File: config.mk
export PLATFORM = sky130hd
export DESIGN_NAME = fpmul_pipe_flat
export DESIGN_NICKNAME = d
export VERILOG_FILES = /design/src/rtl/fpmul_pipe_if.sv /design/src/rtl/fpmul_pipe.sv /design/src/flat_wrapper.sv
export SDC_FILE = /design/constraint.sdc
export NUM_CORES = 1
export LEC_CHECK = 0
export BUFFER_PORTS_ARGS = -buffer_cell sky130_fd_sc_hd__buf_2
export CAP_MARGIN = 20
export CORE_ASPECT_RATIO = 2
export CORE_UTILIZATION = 54
export DETAILED_ROUTE_END_ITERATION = 12
export HOLD_SLACK_MARGIN = 0.08
export MAX_ROUTING_LAYER = met4
export PLACE_DENSITY = 0.7
export SETUP_SLACK_MARGIN = 0.1
export SLEW_MARGIN = 20
export SYNTH_ARGS = -nofsm -noshare
export SYNTH_HDL_FRONTEND = slang
export SYNTH_SLANG_ARGS = --single-unit
File: constraint.sdc
create_clock -name clk_i -period 14.8 [get_ports clk_i]
set_input_delay 2.22 -clock clk_i [delete_from_list [all_inputs] [get_ports clk_i]]
set_output_delay 2.22 -clock clk_i [all_outputs]
set_load 0.02 [all_outputs]
File: src/rtl/fpmul_pipe_if.sv
// Handshake and data bundle for the pipelined floating-point multiplier.
// The master drives operands and consumes results; the slave is the multiplier.
interface fpmul_pipe_if #(
   parameter int unsigned EXP_W = 5,
   parameter int unsigned MAN_W = 10
);
   localparam int unsigned W = 1 + EXP_W + MAN_W;

   logic         in_valid;
   logic         in_ready;
   logic [W-1:0] a;
   logic [W-1:0] b;
   logic         out_valid;
   logic         out_ready;
   logic [W-1:0] product;
   logic         overflow;
   logic         underflow;
   logic         inexact;
   logic         invalid;

   modport master (
      output in_valid, a, b, out_ready,
      input  in_ready, out_valid, product, overflow, underflow, inexact, invalid
   );

   modport slave (
      input  in_valid, a, b, out_ready,
      output in_ready, out_valid, product, overflow, underflow, inexact, invalid
   );
endinterface

File: src/rtl/fpmul_pipe.sv
// Four-stage pipelined floating-point multiplier.
// S1 registers operands, S2 unpacks and multiplies significands, S3 normalises and
// rounds to nearest-even, S4 is the output register. Subnormals are flushed to zero
// on input and tiny results are flushed to zero on output. One global advance
// signal stalls every stage together when the consumer back-pressures.
module fpmul_pipe #(
   parameter int unsigned EXP_W = 5,
   parameter int unsigned MAN_W = 10
) (
   input logic         clk_i,
   input logic         rst_ni,
   fpmul_pipe_if.slave bus
);
   localparam int unsigned W    = 1 + EXP_W + MAN_W;
   localparam int unsigned BIAS = (1 << (EXP_W - 1)) - 1;
   localparam int unsigned EMAX = (1 << EXP_W) - 1;
   localparam int unsigned PW   = 2 * MAN_W + 2;
   localparam int unsigned XW   = EXP_W + 2;

   localparam logic [EXP_W-1:0]     ExpMax = EXP_W'(EMAX);
   localparam logic signed [XW-1:0] BiasX  = XW'(BIAS);
   localparam logic signed [XW-1:0] EmaxX  = XW'(EMAX);
   localparam logic [W-1:0]         QNaN   = {1'b0, ExpMax, 1'b1, {(MAN_W-1){1'b0}}};

   // ---------------------------------------------------------------- control
   logic advance;
   logic s1_valid_q, s2_valid_q, s3_valid_q, out_valid_q;

   assign advance      = !out_valid_q || bus.out_ready;
   assign bus.in_ready = advance;

   // Valid bits move one stage per advance; reset empties the whole pipe.
   always_ff @(posedge clk_i) begin
      if (!rst_ni) begin
         s1_valid_q <= 1'b0;
         s2_valid_q <= 1'b0;
         s3_valid_q <= 1'b0;
      end else if (advance) begin
         s1_valid_q <= bus.in_valid;
         s2_valid_q <= s1_valid_q;
         s3_valid_q <= s2_valid_q;
      end
   end

   // ---------------------------------------------------------------- S1
   logic [W-1:0] s1_a_q, s1_b_q;

   // Operand capture; contents are only meaningful when s1_valid_q is set.
   always_ff @(posedge clk_i) begin
      if (advance) begin
         s1_a_q <= bus.a;
         s1_b_q <= bus.b;
      end
   end

   // ---------------------------------------------------------------- S2
   logic             a_sign, b_sign;
   logic [EXP_W-1:0] a_exp, b_exp;
   logic [MAN_W-1:0] a_man, b_man;
   logic             a_zero, b_zero, a_inf, b_inf, a_nan, b_nan, a_snan, b_snan;
   logic             res_sign;

   assign {a_sign, a_exp, a_man} = s1_a_q;
   assign {b_sign, b_exp, b_man} = s1_b_q;

   // Exponent zero covers both true zero and subnormals (treated as zero).
   assign a_zero = (a_exp == '0);
   assign b_zero = (b_exp == '0);
   assign a_inf  = (a_exp == ExpMax) && (a_man == '0);
   assign b_inf  = (b_exp == ExpMax) && (b_man == '0);
   assign a_nan  = (a_exp == ExpMax) && (a_man != '0);
   assign b_nan  = (b_exp == ExpMax) && (b_man != '0);
   assign a_snan = a_nan && !a_man[MAN_W-1];
   assign b_snan = b_nan && !b_man[MAN_W-1];

   assign res_sign = a_sign ^ b_sign;

   logic                 s2_special_d, s2_inv_d;
   logic [W-1:0]         s2_spec_d;
   logic [PW-1:0]        s2_prod_d;
   logic signed [XW-1:0] s2_exp_d;

   // Special-case classification; a hit here bypasses the arithmetic result in S3.
   always_comb begin
      s2_special_d = 1'b1;
      s2_inv_d     = 1'b0;
      s2_spec_d    = '0;
      if (a_nan || b_nan) begin
         s2_spec_d = QNaN;
         s2_inv_d  = a_snan || b_snan;
      end else if ((a_inf && b_zero) || (b_inf && a_zero)) begin
         s2_spec_d = QNaN;
         s2_inv_d  = 1'b1;
      end else if (a_inf || b_inf) begin
         s2_spec_d = {res_sign, ExpMax, {MAN_W{1'b0}}};
      end else if (a_zero || b_zero) begin
         s2_spec_d = {res_sign, {(W-1){1'b0}}};
      end else begin
         s2_special_d = 1'b0;
      end
   end

   assign s2_prod_d = PW'({1'b1, a_man}) * PW'({1'b1, b_man});
   // Two extra bits keep the biased sum from wrapping in either direction.
   assign s2_exp_d  = $signed({2'b00, a_exp}) + $signed({2'b00, b_exp}) - BiasX;

   logic                 s2_sign_q, s2_special_q, s2_inv_q;
   logic [W-1:0]         s2_spec_q;
   logic [PW-1:0]        s2_prod_q;
   logic signed [XW-1:0] s2_exp_q;

   // S2 datapath register.
   always_ff @(posedge clk_i) begin
      if (advance) begin
         s2_sign_q    <= res_sign;
         s2_special_q <= s2_special_d;
         s2_inv_q     <= s2_inv_d;
         s2_spec_q    <= s2_spec_d;
         s2_prod_q    <= s2_prod_d;
         s2_exp_q     <= s2_exp_d;
      end
   end

   // ---------------------------------------------------------------- S3
   logic [PW-1:0]        norm;
   logic [MAN_W-1:0]     mant;
   logic                 guard, sticky, round_up;
   logic [MAN_W:0]       mant_r;
   logic signed [XW-1:0] inc_norm, inc_round, exp_fin;
   logic [W-1:0]         s3_res_d;
   logic                 s3_ovf_d, s3_unf_d, s3_inx_d, s3_inv_d;
   logic                 unused_norm_msb;

   // Normalise to a leading one at bit PW-1, round to nearest-even, then range-check.
   always_comb begin
      norm      = s2_prod_q[PW-1] ? s2_prod_q : (s2_prod_q << 1);
      mant      = norm[PW-2 -: MAN_W];
      guard     = norm[MAN_W];
      sticky    = |norm[MAN_W-1:0];
      round_up  = guard && (sticky || mant[0]);
      // A carry out of mant_r leaves its low bits all zero, i.e. 1.0 at exponent+1.
      mant_r    = {1'b0, mant} + {{MAN_W{1'b0}}, round_up};
      inc_norm  = {{(XW-1){1'b0}}, s2_prod_q[PW-1]};
      inc_round = {{(XW-1){1'b0}}, mant_r[MAN_W]};
      exp_fin   = s2_exp_q + inc_norm + inc_round;

      s3_res_d = {s2_sign_q, exp_fin[EXP_W-1:0], mant_r[MAN_W-1:0]};
      s3_ovf_d = 1'b0;
      s3_unf_d = 1'b0;
      s3_inx_d = guard || sticky;
      s3_inv_d = 1'b0;
      if (s2_special_q) begin
         s3_res_d = s2_spec_q;
         s3_inx_d = 1'b0;
         s3_inv_d = s2_inv_q;
      end else if (exp_fin >= EmaxX) begin
         s3_res_d = {s2_sign_q, ExpMax, {MAN_W{1'b0}}};
         s3_ovf_d = 1'b1;
         s3_inx_d = 1'b1;
      end else if (exp_fin[XW-1] || (exp_fin == '0)) begin
         s3_res_d = {s2_sign_q, {(W-1){1'b0}}};
         s3_unf_d = 1'b1;
         s3_inx_d = 1'b1;
      end
   end

   assign unused_norm_msb = norm[PW-1];

   logic [W-1:0] s3_res_q;
   logic         s3_ovf_q, s3_unf_q, s3_inx_q, s3_inv_q;

   // S3 datapath register.
   always_ff @(posedge clk_i) begin
      if (advance) begin
         s3_res_q <= s3_res_d;
         s3_ovf_q <= s3_ovf_d;
         s3_unf_q <= s3_unf_d;
         s3_inx_q <= s3_inx_d;
         s3_inv_q <= s3_inv_d;
      end
   end

   // ---------------------------------------------------------------- S4
   logic [W-1:0] product_q;
   logic         ovf_q, unf_q, inx_q, inv_q;

   // Output register; data only reloads on a valid beat so it never shows bubbles.
   always_ff @(posedge clk_i) begin
      if (!rst_ni) begin
         out_valid_q <= 1'b0;
         product_q   <= '0;
         ovf_q       <= 1'b0;
         unf_q       <= 1'b0;
         inx_q       <= 1'b0;
         inv_q       <= 1'b0;
      end else if (advance) begin
         out_valid_q <= s3_valid_q;
         if (s3_valid_q) begin
            product_q <= s3_res_q;
            ovf_q     <= s3_ovf_q;
            unf_q     <= s3_unf_q;
            inx_q     <= s3_inx_q;
            inv_q     <= s3_inv_q;
         end
      end
   end

   assign bus.out_valid = out_valid_q;
   assign bus.product   = product_q;
   assign bus.overflow  = ovf_q;
   assign bus.underflow = unf_q;
   assign bus.inexact   = inx_q;
   assign bus.invalid   = inv_q;
endmodule

File: src/flat_wrapper.sv
// flat-port wrapper written by rule: the top's interface ports become plain ports
module fpmul_pipe_flat 
#(
   parameter int unsigned EXP_W = 5,
   parameter int unsigned MAN_W = 10
)
  (clk_i, rst_ni, bus_in_valid, bus_a, bus_b, bus_out_ready, bus_in_ready, bus_out_valid, bus_product, bus_overflow, bus_underflow, bus_inexact, bus_invalid);
  fpmul_pipe_if #(.EXP_W(EXP_W), .MAN_W(MAN_W)) bus_i ();
  input logic clk_i;
  input logic rst_ni;
  input wire logic [$bits(bus_i.in_valid)-1:0] bus_in_valid;
  input wire logic [$bits(bus_i.a)-1:0] bus_a;
  input wire logic [$bits(bus_i.b)-1:0] bus_b;
  input wire logic [$bits(bus_i.out_ready)-1:0] bus_out_ready;
  output wire logic [$bits(bus_i.in_ready)-1:0] bus_in_ready;
  output wire logic [$bits(bus_i.out_valid)-1:0] bus_out_valid;
  output wire logic [$bits(bus_i.product)-1:0] bus_product;
  output wire logic [$bits(bus_i.overflow)-1:0] bus_overflow;
  output wire logic [$bits(bus_i.underflow)-1:0] bus_underflow;
  output wire logic [$bits(bus_i.inexact)-1:0] bus_inexact;
  output wire logic [$bits(bus_i.invalid)-1:0] bus_invalid;
  assign bus_i.in_valid = bus_in_valid;
  assign bus_i.a = bus_a;
  assign bus_i.b = bus_b;
  assign bus_i.out_ready = bus_out_ready;
  assign bus_in_ready = bus_i.in_ready;
  assign bus_out_valid = bus_i.out_valid;
  assign bus_product = bus_i.product;
  assign bus_overflow = bus_i.overflow;
  assign bus_underflow = bus_i.underflow;
  assign bus_inexact = bus_i.inexact;
  assign bus_invalid = bus_i.invalid;
  fpmul_pipe #(.EXP_W(EXP_W), .MAN_W(MAN_W)) u_core (.clk_i(clk_i), .rst_ni(rst_ni), .bus(bus_i));
endmodule
Word-level counts from Yosys, hierarchy flattened --
Cells that the tools add are included.
Word-level totals: bits in registers 124, input bits 36, output and inout bits 22, logic and storage cells 79
Cells by class: add/subtract/negate cells 5, $mul 1, order comparisons 1, eq/ne operators 2, multiplexer cells 13, bitwise operators 1, reductions and logical operators 33
Operator list (count):
- 16-bit 2-to-1 mux | 3
- 15-bit 2-to-1 mux | 2
- 11-bit by 11-bit multiplier with 22-bit output | 1
- 21-bit 2-to-1 mux | 1
- 10-bit logical NOT | 2
- 10-bit nonzero test | 2
- 7-bit by 2-bit adder with 7-bit output | 2
- 10-bit by 1-bit adder with 11-bit output | 1
- 5-bit equality test (second input constant) | 2
- 5-bit logical NOT | 2
- 10-bit OR reduction | 1
- 1-bit logical AND | 9
- 1-bit logical OR | 9
- 7-bit by 6-bit >= comparator with 1-bit output (second input constant) | 1
- 7-bit logical NOT | 1
- 1-bit 2-to-1 mux | 7
- 7-bit by 5-bit subtractor with 7-bit output (second input constant) | 1
- 5-bit by 5-bit adder with 6-bit output | 1
- 2-bit OR reduction | 2
- 1-bit logical NOT | 3
- 3-bit OR reduction | 1
- 2-bit AND reduction | 1
- 1-bit XOR | 1

Longest topological paths before layout --
word-level depth 11, depth in mapped cells 18, mapped depth without buffers 17

Least setup slack after synthesis --
OpenSTA, ideal clock, no wires.
path kind input -> output, start point in bus_out_ready, end point out bus_in_ready, arrival time 5.015 ns, required time 12.580 ns, path slack 7.565 ns, stages 2, buffers on the path 1, cells stage by stage nand2b_1 -> clkbuf_1
On the way: cells in the longest elaborated chain, start to end 1
Ends and longest elaborated chain:
- start: declaration | line flat_wrapper.sv:14 | input wire logic [$bits(bus_i.out_ready)-1:0] bus_out_ready;
- 1-bit logical OR | line fpmul_pipe.sv:29 | assign advance = !out_valid_q || bus.out_ready;
- end: declaration | line flat_wrapper.sv:15 | output wire logic [$bits(bus_i.in_ready)-1:0] bus_in_ready;
No other way between the ends.

Worst setup path in the final report --
Same ends and word-level chain as after synthesis.

==> flow_summary.json <==
{
  "status": "complete, no violations",
  "ir_drop_uv": 125,
  "setup_viol": 0,
  "cp-startpoint": "bus_out_ready",
  "maxCapViolations": 0,
  "holdCritStartpoint": "u_core.bus.product[6]",
  "required_ps": 12580,
  "yosysTopAreaCellShare_pct": 29.9,
  "worst_slew_pin_slew_ps": 729,
  "nFillCells": 1383,
  "swShare_pct": 42.2,
  "h-tree-depth": 3,
  "fin_crit_sh_pct": 36.6,
  "synth_fp_nets": 1029,
  "critPathKind": "in -> out",
  "drt_pass1_iterations": 4,
  "syn2layout_area_growth_pct": 8.18,
  "dieArea_um2": 16700,
  "seq_area_frac_synth_pct": 35.4,
  "drive_above_1_share_pct": 10.4,
  "detail_route.wl_per_cell_um": 15.0,
  "portBuffers": 57,
  "ant_nets": 0,
  "rr_startpoint": "u_core.s1_a_q[5]",
  "place_congestion": 0.953,
  "hpwl_um": 13200,
  "insertedDiodeCount": 0,
  "antenna_found_initial": 0,
  "grtUsageTotal_pct": 21.6,
  "async_flop_share_pct": 0,
  "die_w_um": 92.0,
  "finalSetupTns_ps": 0,
  "post_cts_resized": 0,
  "cellPowerDensity_nw_per_um2": 186,
  "pwr-share-seq_pct": 28.8,
  "pwr-share-comb_pct": 57.5,
  "intPower_mw": 1.02,
  "synth_cells": 844,
  "crit_fanout": 54,
  "dp.cells": 1069,
  "synth_area_um2": 8740,
  "fmax_mhz": 185,
  "insertion_delay_ps": 360,
  "drc": 0,
  "grt_pass1_vias": 5913,
  "start_util_pct": 55.4,
  "fin_crit_ps": 5420,
  "fp.dieH_um": 182,
  "synthTopCellsByArea": "edfxtp_1 30%, fa_1 19%, ha_1 9.6%",
  "core_um2": 15800,
  "post-synth-top-count-cell": "inv_1",
  "drt_iter0_drc": 194,
  "final_max_slew_viol_count": 0,
  "post_cts_buffers": 0,
  "cts_buffers": 9,
  "synth_area_leader_cell": "edfxtp_1",
  "cts_root_buf": "clkbuf_16",
  "ys.flop_type": "edfxtp_1",
  "max_slew_margin_pct": 51.4,
  "yosys_warnings": 0,
  "power_frac_clock_pct": 13.8,
  "postCtsHoldBufs": 0,
  "hold_class": "reg -> reg",
  "finalHoldViolCount": 0,
  "grt_pass1_wl_um": 27400,
  "arrival_ps": 3200,
  "synth_common_cells": "128 x inv_1, 110 x nand2_1, 87 x edfxtp_1",
  "synth_edf_count": 87,
  "grt_remaining_overflow": 0,
  "avgSynthCellArea_um2": 10.4,
  "rsz0062_at_grt": "no",
  "grt_max_degree": 55,
  "vias_per_cell": 5.32,
  "end_kind": "output pin",
  "cp-start-kind": "primary input",
  "cts_tree": "built",
  "netlist-cell-type-count": 60,
  "rows": 65,
  "wl_um": 16300,
  "vias": 5772,
  "p_switching_uw": 743,
  "cts.sinks": 111,
  "hold_slack_ps": 461,
  "layoutNonFillerInstCount": 1085,
  "nets": 1064,
  "total_leakage_power_nw": 4.39,
  "path_clk_slew_ps": 70,
  "num_io_pins": 58,
  "fin_skew_ps": 10.1,
  "ys_seq_elements": 111,
  "clockBufferDepth": 2
}
## per-layer routing
layer | share of wire [%] | GRT usage, %
met5 | 0 | -
met4 | 4.4 | 10.7
met3 | 2.4 | 2.35
met2 | 56 | 40.9
met1 | 37 | 21.1
## area by class of cell
cell class / instances / area [um^2] / share of cell area, %
repair buffers: 59 / 300 / 3.17
well taps: 201 / 251 / 2.66
clock inverters: 7 / 72.6 / 0.767
flip-flops and latches: 111 / 3090 / 32.7
clock buffers: 9 / 225 / 2.38
inverters: 129 / 484 / 5.12
multi-input cells: 569 / 5030 / 53.2
## flip-flops by register name, indices dropped and copies added, names as in the netlist, 3 cells and up
register	count
u_core.s2_prod_q	22
u_core.bus.product	16
u_core.s1_a_q	16
u_core.s1_b_q	16
u_core.s3_res_q	16
u_core.s2_exp_q	7
u_core.s2_spec_q	3
## critical path, cell delays in order
cell and delay (ps):
buf_2 80, nand2b_4 570, buf_2 290
## power by group through the flow
stage | logic (mW) | registers [mW] | clock network (mW)
floorplan | 0.827 | 0.494 | 0
global placement | 0.991 | 0.512 | 0
detailed placement | 1.01 | 0.514 | 0
CTS | 1.02 | 0.507 | 0.248
global route | 1.15 | 0.516 | 0.259
finish | 1.01 | 0.507 | 0.243
## logic make-up (layout without fill, tap and decap cells)
kind of cell	Yosys count	count (layout)	synth area share (%)
xor+xnor	38	38	3.81
mux	9	9	1.07
buf+inv	164	204	7.15
simple gates	261	261	15.0
flops	111	111	35.4
fa+ha+maj	149	149	28.4
compound gates	112	112	9.27
## cell usage in the layout, fill, tap and decap left out, types with 9 or more instances in the layout
master / Yosys / routed
a21o_1: 12 / 12
nor2_1: 27 / 27
inv_1: 128 / 128
clkbuf_16: 0 / 9
nor3_1: 11 / 11
buf_2: 2 / 57
ha_1: 67 / 67
a21boi_0: 23 / 23
xor2_1: 16 / 16
nand2_1: 110 / 110
dfxtp_1: 24 / 24
a21oi_1: 24 / 24
and2_1: 48 / 48
nor2b_1: 9 / 9
o21ai_0: 9 / 9
fa_1: 82 / 82
nand3_1: 18 / 18
xnor2_1: 22 / 22
edfxtp_1: 87 / 87
## path summary, 6_finish.rpt
path,to,slack [ps],cells after the start
max,bus_in_ready,9380,3
min,u_core.bus.product[6],460,2
max reg2reg,u_core.s2_prod_q[14],9500,17
min reg2reg,u_core.bus.product[6],460,2
## per-stage QoR
step	utilization, %	total power, mW	cell area [um^2]	setup WS (ps)
final	60.0	1.76	9460	9380
after global placement	58.1	1.50	9160	9400
after floorplan	-	1.32	8740	7560
after global routing	60.0	1.92	9460	9290
after CTS	60.0	1.77	9460	9380
after detailed placement	58.1	1.52	9160	9390
Note: power is estimated with default switching activity, not from simulation.
